$ cat src/rtl/hz_pkg.sv
// Shared definitions for the hazard scoreboard: default geometry, the
// forwarding-select encoding for "no forward" and the per-slot record.
package hz_pkg;

    localparam int HZ_NREGS   = 32;
    localparam int HZ_RAW     = 5;
    localparam int HZ_DEPTH   = 3;
    localparam int HZ_LW      = 2;
    localparam int HZ_FLUSH_N = 1;
    localparam int HZ_CW      = 16;

    // Forwarding select value meaning "take the operand from the regfile".
    localparam logic [HZ_LW-1:0] FWD_REGFILE = {HZ_LW{1'b0}};

    // One in-flight writer: whether it is tracked, its destination and
    // how many stages after EX its result becomes available.
    typedef struct packed {
        logic              valid;
        logic [HZ_RAW-1:0] rd;
        logic [HZ_LW-1:0]  lat;
    } slot_t;

endpackage

$ cat src/rtl/hz_src_match.sv
// Priority search of the forwardable scoreboard slots for one source
// register. The youngest (lowest index) matching writer wins. Register 0
// never matches. A hazard exists when the winning writer's result is not
// yet available by the time the consumer reaches EX.
module hz_src_match #(
    parameter int DEPTH = 3,
    parameter int RAW   = 5,
    parameter int LW    = 2
) (
    input  logic [RAW-1:0]            src,
    input  logic                      srcUsed,
    input  logic [DEPTH-2:0]          slotValid,
    input  logic [(DEPTH-1)*RAW-1:0]  slotRd,
    input  logic [(DEPTH-1)*LW-1:0]   slotLat,
    output logic                      hit,
    output logic [LW-1:0]             idx,
    output logic                      hazard
);

    logic [DEPTH-2:0] matchVec_s;
    logic [LW-1:0]    latSel_s;

    // Per-slot compare, then walk from oldest to youngest so the youngest match overrides.
    always_comb begin
        matchVec_s = {(DEPTH-1){1'b0}};
        idx        = {LW{1'b0}};
        latSel_s   = {LW{1'b0}};
        for (int i = 0; i < DEPTH - 1; i++) begin
            matchVec_s[i] = slotValid[i]
                            && (slotRd[i*RAW +: RAW] == src)
                            && (src != {RAW{1'b0}});
        end
        for (int i = DEPTH - 2; i >= 0; i--) begin
            idx      = matchVec_s[i] ? LW'(i) : idx;
            latSel_s = matchVec_s[i] ? slotLat[i*LW +: LW] : latSel_s;
        end
        hit    = |matchVec_s;
        hazard = srcUsed && hit && (idx < latSel_s);
    end

endmodule

$ cat src/rtl/hazard_scoreboard.sv
// Load-use hazard detection and EX forwarding control. In-flight writers
// ride a shift register from EX (slot 0) to WB (slot DEPTH-1); ID compares
// its sources against the forwardable slots to decide whether to stall and
// which slot EX should forward from on the following cycle.
module hazard_scoreboard
    import hz_pkg::*;
#(
    parameter int NREGS   = HZ_NREGS,
    parameter int RAW     = $clog2(NREGS),
    parameter int DEPTH   = HZ_DEPTH,
    parameter int LW      = $clog2(DEPTH),
    parameter int FLUSH_N = HZ_FLUSH_N,
    parameter int CW      = HZ_CW
) (
    input  logic           clock,
    input  logic           reset,
    input  logic           id_valid,
    input  logic [RAW-1:0] id_rs,
    input  logic [RAW-1:0] id_rt,
    input  logic           id_use_rs,
    input  logic           id_use_rt,
    input  logic           id_wr,
    input  logic [RAW-1:0] id_rd,
    input  logic [LW-1:0]  id_lat,
    input  logic           flush,
    output logic           pc_write,
    output logic           ifid_write,
    output logic           ctrl_bubble,
    output logic [LW-1:0]  ex_fwd_a,
    output logic [LW-1:0]  ex_fwd_b,
    output logic [CW-1:0]  stall_count
);

    localparam logic [LW-1:0] FWD_STEP  = {{(LW-1){1'b0}}, 1'b1};
    localparam logic [CW-1:0] CNT_STEP  = {{(CW-1){1'b0}}, 1'b1};
    localparam logic [CW-1:0] CNT_MAX   = {CW{1'b1}};

    slot_t                   slots_r     [DEPTH];
    slot_t                   slotsNext_s [DEPTH];
    logic [DEPTH-2:0]        srchValid_s;
    logic [(DEPTH-1)*RAW-1:0] srchRd_s;
    logic [(DEPTH-1)*LW-1:0]  srchLat_s;

    logic          hitA_s, hitB_s;
    logic          hazA_s, hazB_s;
    logic [LW-1:0] idxA_s, idxB_s;
    logic          stall_s;
    logic          issue_s;
    logic [LW-1:0] fwdA_r, fwdB_r;
    logic [LW-1:0] fwdANext_s, fwdBNext_s;
    logic [CW-1:0] stallCount_r;

    // Flatten the forwardable slots (all but WB) for the source searches.
    always_comb begin
        srchValid_s = {(DEPTH-1){1'b0}};
        srchRd_s    = {((DEPTH-1)*RAW){1'b0}};
        srchLat_s   = {((DEPTH-1)*LW){1'b0}};
        for (int j = 0; j < DEPTH - 1; j++) begin
            srchValid_s[j]             = slots_r[j].valid;
            srchRd_s[j*RAW +: RAW]     = slots_r[j].rd;
            srchLat_s[j*LW +: LW]      = slots_r[j].lat;
        end
    end

    hz_src_match #(.DEPTH(DEPTH), .RAW(RAW), .LW(LW)) matchA (
        .src       (id_rs),
        .srcUsed   (id_use_rs),
        .slotValid (srchValid_s),
        .slotRd    (srchRd_s),
        .slotLat   (srchLat_s),
        .hit       (hitA_s),
        .idx       (idxA_s),
        .hazard    (hazA_s)
    );

    hz_src_match #(.DEPTH(DEPTH), .RAW(RAW), .LW(LW)) matchB (
        .src       (id_rt),
        .srcUsed   (id_use_rt),
        .slotValid (srchValid_s),
        .slotRd    (srchRd_s),
        .slotLat   (srchLat_s),
        .hit       (hitB_s),
        .idx       (idxB_s),
        .hazard    (hazB_s)
    );

    // Stall/issue decision; a flush overrides any stall and blocks issue.
    always_comb begin
        stall_s     = id_valid && (hazA_s || hazB_s) && !flush;
        issue_s     = id_valid && !stall_s && !flush;
        pc_write    = !stall_s;
        ifid_write  = !stall_s;
        ctrl_bubble = stall_s;
    end

    // Next scoreboard contents: issue or bubble into EX, shift the rest, kill flushed slots.
    always_comb begin
        for (int j = 0; j < DEPTH; j++) begin
            slotsNext_s[j].valid = 1'b0;
            slotsNext_s[j].rd    = {RAW{1'b0}};
            slotsNext_s[j].lat   = {LW{1'b0}};
        end
        if (issue_s && id_wr && (id_rd != {RAW{1'b0}})) begin
            slotsNext_s[0].valid = 1'b1;
            slotsNext_s[0].rd    = id_rd;
            slotsNext_s[0].lat   = id_lat;
        end else begin
            slotsNext_s[0].valid = 1'b0;
        end
        for (int j = 1; j < DEPTH; j++) begin
            slotsNext_s[j].rd    = slots_r[j-1].rd;
            slotsNext_s[j].lat   = slots_r[j-1].lat;
            slotsNext_s[j].valid = slots_r[j-1].valid
                                   && !(flush && ((j - 1) < FLUSH_N));
        end
    end

    // Forwarding selects for the instruction entering EX; zero unless it actually issues.
    always_comb begin
        fwdANext_s = (issue_s && id_use_rs && hitA_s) ? (idxA_s + FWD_STEP) : FWD_REGFILE;
        fwdBNext_s = (issue_s && id_use_rt && hitB_s) ? (idxB_s + FWD_STEP) : FWD_REGFILE;
    end

    // State update: scoreboard shift, forwarding registers and saturating stall counter.
    always_ff @(posedge clock) begin
        if (reset) begin
            for (int j = 0; j < DEPTH; j++) begin
                slots_r[j].valid <= 1'b0;
                slots_r[j].rd    <= {RAW{1'b0}};
                slots_r[j].lat   <= {LW{1'b0}};
            end
            fwdA_r       <= FWD_REGFILE;
            fwdB_r       <= FWD_REGFILE;
            stallCount_r <= {CW{1'b0}};
        end else begin
            for (int j = 0; j < DEPTH; j++) begin
                slots_r[j] <= slotsNext_s[j];
            end
            fwdA_r <= fwdANext_s;
            fwdB_r <= fwdBNext_s;
            if (stall_s && (stallCount_r != CNT_MAX)) begin
                stallCount_r <= stallCount_r + CNT_STEP;
            end else begin
                stallCount_r <= stallCount_r;
            end
        end
    end

    assign ex_fwd_a    = fwdA_r;
    assign ex_fwd_b    = fwdB_r;
    assign stall_count = stallCount_r;

endmodule

$ cat config.mk
export PLATFORM = sky130hd
export DESIGN_NAME = hazard_scoreboard
export DESIGN_NICKNAME = d
export VERILOG_FILES = /design/src/rtl/hz_pkg.sv /design/src/rtl/hz_src_match.sv /design/src/rtl/hazard_scoreboard.sv
export SDC_FILE = /design/constraint.sdc
export NUM_CORES = 1
export LEC_CHECK = 0
export CAP_MARGIN = 10
export CELL_PAD_IN_SITES_DETAIL_PLACEMENT = 0
export CELL_PAD_IN_SITES_GLOBAL_PLACEMENT = 1
export CORE_UTILIZATION = 35
export DETAILED_ROUTE_END_ITERATION = 7
export PLACE_DENSITY = 0.84
export SLEW_MARGIN = 20
export SYNTH_ARGS = -nofsm -noshare
export SYNTH_HDL_FRONTEND = slang
export SYNTH_SLANG_ARGS = --single-unit
$ cat constraint.sdc
create_clock -name clock -period 3.4 [get_ports clock]
set_input_delay 0.68 -clock clock [delete_from_list [all_inputs] [get_ports clock]]
set_output_delay 0.68 -clock clock [all_outputs]
set_load 0.02 [all_outputs]
# After elaboration in Yosys (flattened, before gate mapping)
# Memory sizes are Yosys's and may differ from the RTL's.
# Index checks and enable logic that the tools add are counted.
# totals
n_memories	1
output_inout_bits	23
mem_bits_rw	24
reg_bits	20
# classes
eq_ne	5
mux	16
bitwise	5
reduce_logical	34
add_sub_neg	3
n_lt_le_gt_ge	2
# mem_list
memory	depth	width	read_ports	rd_ports_with_merged_regs	write_ports	line_no	source
slots_r	3	8	2	0	3	hazard_scoreboard.sv:38	slot_t slots_r [DEPTH];
# ops
op	n
logical AND 1 bit	24
two-way mux 8 bit	3
== test 5 bit	4
adder 16 x 1 -> 16 bit, second input constant	1
!= test 16 bit, second input constant	1
nonzero test 5 bit	3
two-way mux 2 bit	6
OR reduction 2 bit	4
two-way mux 7 bit	1
two-way mux 1 bit	6
adder 2 x 1 -> 2 bit, second input constant	2
less-than comparator 2 bit	2
OR 1 bit	3
logical NOT 1 bit	2
inverter 1 bit	2
logical OR 1 bit	1

# Longest topological paths before layout
# An unclocked memory read counts as a cell.
# logic_depth
ltp_word	18
ltp_mapped	9
ltp_nobuf	7

# Modules after synthesis
# A second synthesis with hierarchy kept.
# hier_totals
cells_unflattened	210
hier_area_um2	1846.8
# modules_own_cells
mod	seq_area_each_um2	cells_each	area_each_um2	n_inst
hazard_scoreboard	720.7	158	1468.9	1
hz_src_match	0.0	26	188.9	2

# Worst setup path before layout
# Ideal clock, no wire load.
# synth_path
kind	input -> output
startpoint	in id_rt[3]
endpoint	out pc_write
slack_ns	0.215
t_arrival_ns	2.505
n_path_buf	2
stages	8
path_cell_list	or4_4 o211a_1 nand4_1 mux2i_2 a22oi_2 buf_6 or2_1 buf_4
# synth_via
elab_chain_cells	11
elab_cells_between_ends	19
classes_between	order compare (1); eq/ne (2); mux (4); reduce/logical (12)
# synth_rtl
element	line_no	source
from (decl)	hazard_scoreboard.sv:19	input logic [RAW-1:0] id_rt,
== test 5 bit	hz_src_match.sv:30	&& (slotRd[i*RAW +: RAW] == src)
logical AND 1 bit	hz_src_match.sv:30	
logical AND 1 bit	hz_src_match.sv:31	&& (src != {RAW{1'b0}});
two-way mux 1 bit / two-way mux 2 bit (equally long branches)	hz_src_match.sv:34, hz_src_match.sv:35	
two-way mux 2 bit, on equally long branches	hz_src_match.sv:34, hz_src_match.sv:35	
less-than comparator 2 bit	hz_src_match.sv:38	hazard = srcUsed && hit && (idx < latSel_s);
logical AND 1 bit *	hz_src_match.sv:38	
logical OR 1 bit *	hazard_scoreboard.sv:89	stall_s = id_valid && (hazA_s || hazB_s) && !flush;
logical AND 1 bit * (2 in series)	hazard_scoreboard.sv:89	
logical NOT 1 bit *	--	
to (decl)	hazard_scoreboard.sv:26	output logic pc_write,
# Mark *: on every way between the ends. The rest lies on a longest branch, timed or not.

# Worst setup path in the final report
# layout_path
startpoint	in id_rs[1]
endpoint	out ctrl_bubble
# layout_via
elab_chain_cells	10
elab_cells_between_ends	18
classes_between	order compare (1); eq/ne (2); mux (4); reduce/logical (11)
# layout_rtl
element	line_no	source
from (decl)	hazard_scoreboard.sv:18	input logic [RAW-1:0] id_rs,
== test 5 bit	hz_src_match.sv:30	
logical AND 1 bit	hz_src_match.sv:30	
logical AND 1 bit	hz_src_match.sv:31	
two-way mux 1 bit / two-way mux 2 bit (equally long branches)	hz_src_match.sv:34, hz_src_match.sv:35	
two-way mux 2 bit, on equally long branches	hz_src_match.sv:34, hz_src_match.sv:35	
less-than comparator 2 bit	hz_src_match.sv:38	
logical AND 1 bit *	hz_src_match.sv:38	
logical OR 1 bit *	hazard_scoreboard.sv:89	
logical AND 1 bit * (2 in series)	hazard_scoreboard.sv:89	
to (decl)	hazard_scoreboard.sv:28	output logic ctrl_bubble,
# Marks and branches as above.

==> results.sh <==
export IMPL_finalSetupViolations=0
export IMPL_startpoint_type="input pin"
export IMPL_fin_worst_skew_ns=0.004769
export IMPL_crit_fanout=4
export IMPL_clk_latency_ns=0.28
export IMPL_wl_met3_um=154
export IMPL_rows=25
export IMPL_grt_max_degree=34
export IMPL_multi_input_area_mm2=0.001015
export IMPL_insertedDiodeCount=0
export IMPL_ant_nets=0
export IMPL_p_per_area_mw_per_mm2=320.4
export IMPL_wl_met1_um=2117
export IMPL_final_common_cell="clkdlybuf4s50_1"
export IMPL_register_area_um2=700.7
export IMPL_met2_wirelength_um=1941
export IMPL_drtIter0Drc=119
export IMPL_tightest_slew_ns=0.4741
export IMPL_antenna_found_initial=0
export IMPL_initial_utilization=0.3661
export IMPL_fmax_mhz=298.2
export IMPL_fp_coreArea_mm2=0.004755
export IMPL_synthFlopType="dfxtp_1"
export IMPL_hold_viol=0
export IMPL_status="completed"
export IMPL_maxCapViolations=0
export IMPL_syn_area_mm2=0.001740
export IMPL_grt_pass1_wl_um=6858
export IMPL_drt_wirelength_per_cell_um=13.50
export IMPL_vias=1618
export IMPL_cts_root_buf="clkbuf_8"
export IMPL_cts_clk_slew_worst_paths_ns=0.07
export IMPL_routed_wl_um=4280
export IMPL_numPortBuffers=46
export IMPL_setup_slack_ns=0.04707
export IMPL_place_ws_ns=-0.4920
export IMPL_die_area_mm2=0.005258
export IMPL_crit_type="input pin to output port"
export IMPL_chipHeight_um=72.52
export IMPL_nets=275
export IMPL_grt_overflow_total=0
export IMPL_cts_tree="built"
export IMPL_drtPass1Iterations=4
export IMPL_ys_seq_elements=35
export IMPL_hold_path_class="register to register"
export IMPL_cts_sinks=35
export IMPL_grt_pass1_vias=1418
export IMPL_crit_path_end_kind="output port"
export IMPL_cts_inserted_buffers=5
export IMPL_grt_usage=0.1710
export IMPL_viasPerCell=5.104
export IMPL_final_cell_mix="clkdlybuf4s50_1, dfxtp_1, buf_4"
export IMPL_highest_layer="met4"
export IMPL_syn_num_nets=215
export IMPL_final_setup_tns_ns=0
export IMPL_drive_gt1_frac=0.1720
export IMPL_synthCells=190
export IMPL_drc_errors=0
export IMPL_num_io_pins=47
export IMPL_finalCriticalPeriod_ns=3.353
export IMPL_maxSlewViolCount=0
export IMPL_syn_to_final_growth_pct=43.42
export IMPL_crit_arrival_ns=2.67
export IMPL_place_congestion=0.8582
export IMPL_p_leak_nw=0.9405
export IMPL_dp_final_hpwl_um=3105
export IMPL_synth_cell_types=40
export IMPL_synth_seq_area_share=0.4026
export IMPL_maxSlewHeadroom=0.6839
export IMPL_hold_buffers=0
export IMPL_synth_edf_count=0
export IMPL_finalCritPeriodShare=0.9862
export IMPL_irDropWorstVdd_v=0.0001569
export IMPL_synth_async_sr_flop_share=0
export IMPL_syn_area_per_cell_um2=9.160
export IMPL_h_tree_depth=2
export IMPL_worst_ep_required_time_ns=2.72
export IMPL_clock_path_buffers=2
export IMPL_nFillCells=460
export IMPL_synth_warnings=0
export IMPL_dieWidth_um=72.52
export IMPL_rrSetupSlack_ns=0.87
-- registers in the layout, indices dropped and copies added (netlist names) --
name / count
ex_fwd_b: 2
stall_count: 16
ex_fwd_a: 2
slots_r: 15
-- Yosys cell counts, types with 2 or more instances --
library cell / n / area [um^2]
a21oi_1: 14 / 70.07
and2_1: 7 / 43.79
and3_1: 5 / 31.28
buf_6: 2 / 22.52
clkbuf_1: 7 / 26.28
dfxtp_1: 35 / 700.7
inv_1: 3 / 11.26
nand2_1: 5 / 18.77
nand3_1: 11 / 55.05
nand4_1: 8 / 50.05
nor2_1: 6 / 22.52
nor2b_1: 7 / 43.79
nor3_1: 4 / 20.02
nor3b_1: 3 / 22.52
nor4_1: 3 / 18.77
o211a_1: 2 / 20.02
o21ai_0: 2 / 10.01
o311ai_0: 3 / 26.28
o31ai_1: 10 / 75.07
o41ai_1: 3 / 26.28
or2_2: 2 / 12.51
or4_1: 12 / 90.09
xnor2_1: 10 / 87.58
xor2_1: 10 / 87.58
-- what timing repair did --
item / CTS / global route
resized for setup: 19 / 9
buffers inserted: 1 / 1
setup endpoints to repair: 3 / 3
pin swaps: 0 / 3
gates cloned: 0 / 0
-- logic make-up after synthesis --
group	synth area share
AOI/OAI and AO/OA	0.1431
xor gates and xnor gates	0.1006
adders and majority gates	0.007188
buffers and inverters	0.04170
DFF	0.4026
muxes	0.02013
and+or+nand+nor	0.2847
-- metal layers --
| metal | vias up | global-route usage |
|---|---|---|
| met5 | - | 0 |
| met4 | 0 | 0.06536 |
| met3 | 6 | 0.02917 |
| met2 | 38 | 0.2544 |
| met1 | 750 | 0.2459 |
| li1 | 824 | - |
-- area by class of cell --
class | instances | share of cell area
Multi-Input combinational cell | 141 | 0.4065
Sequential cell | 35 | 0.2807
Timing Repair Buffer | 64 | 0.2396
Tap cell | 67 | 0.03358
Clock buffer | 6 | 0.03308
Inverter | 3 | 0.004511
Clock inverter | 1 | 0.002005
-- per-stage QoR --
stage,hold WS (ns),utilization,area [um^2],power (mW),instances
floorplan,0.4612,-,1740,0.4532,190
global placement,0.4679,0.4929,2344,0.5017,308
detailed placement,0.4757,0.4929,2344,0.5030,308
CTS,0.4782,0.5168,2457,0.8060,316
global route,0.4956,0.5250,2496,0.8244,317
finish,0.4792,0.5250,2496,0.7997,317
-- report_power, final --
part	internal (mW)	total (mW)	switching [mW]	leakage [nW]
Clock	0.159	0.303	0.144	0.0470
Sequential	0.412	0.415	0.00270	0.282
Combinational	0.0452	0.0820	0.0368	0.611
-- path summary, 6_finish.rpt --
check,startpoint,to,depth (start not counted)
max,id_rs[1],ctrl_bubble,9
min reg2reg,slots_r[0][1],slots_r[0][9],1
max reg2reg,slots_r[0][5],stall_count[8],8
min,slots_r[0][1],slots_r[0][9],1
-- critical path, cell delays in order --
cell,delay (ns)
clkdlybuf4s50_1,0.44
or4_4,0.55
nor2_4,0.13
nor4_4,0.06
mux2i_1,0.24
a22oi_2,0.09
or2_4,0.28
inv_1,0.05
buf_2,0.15
Note: power is estimated with default switching activity, not from simulation.
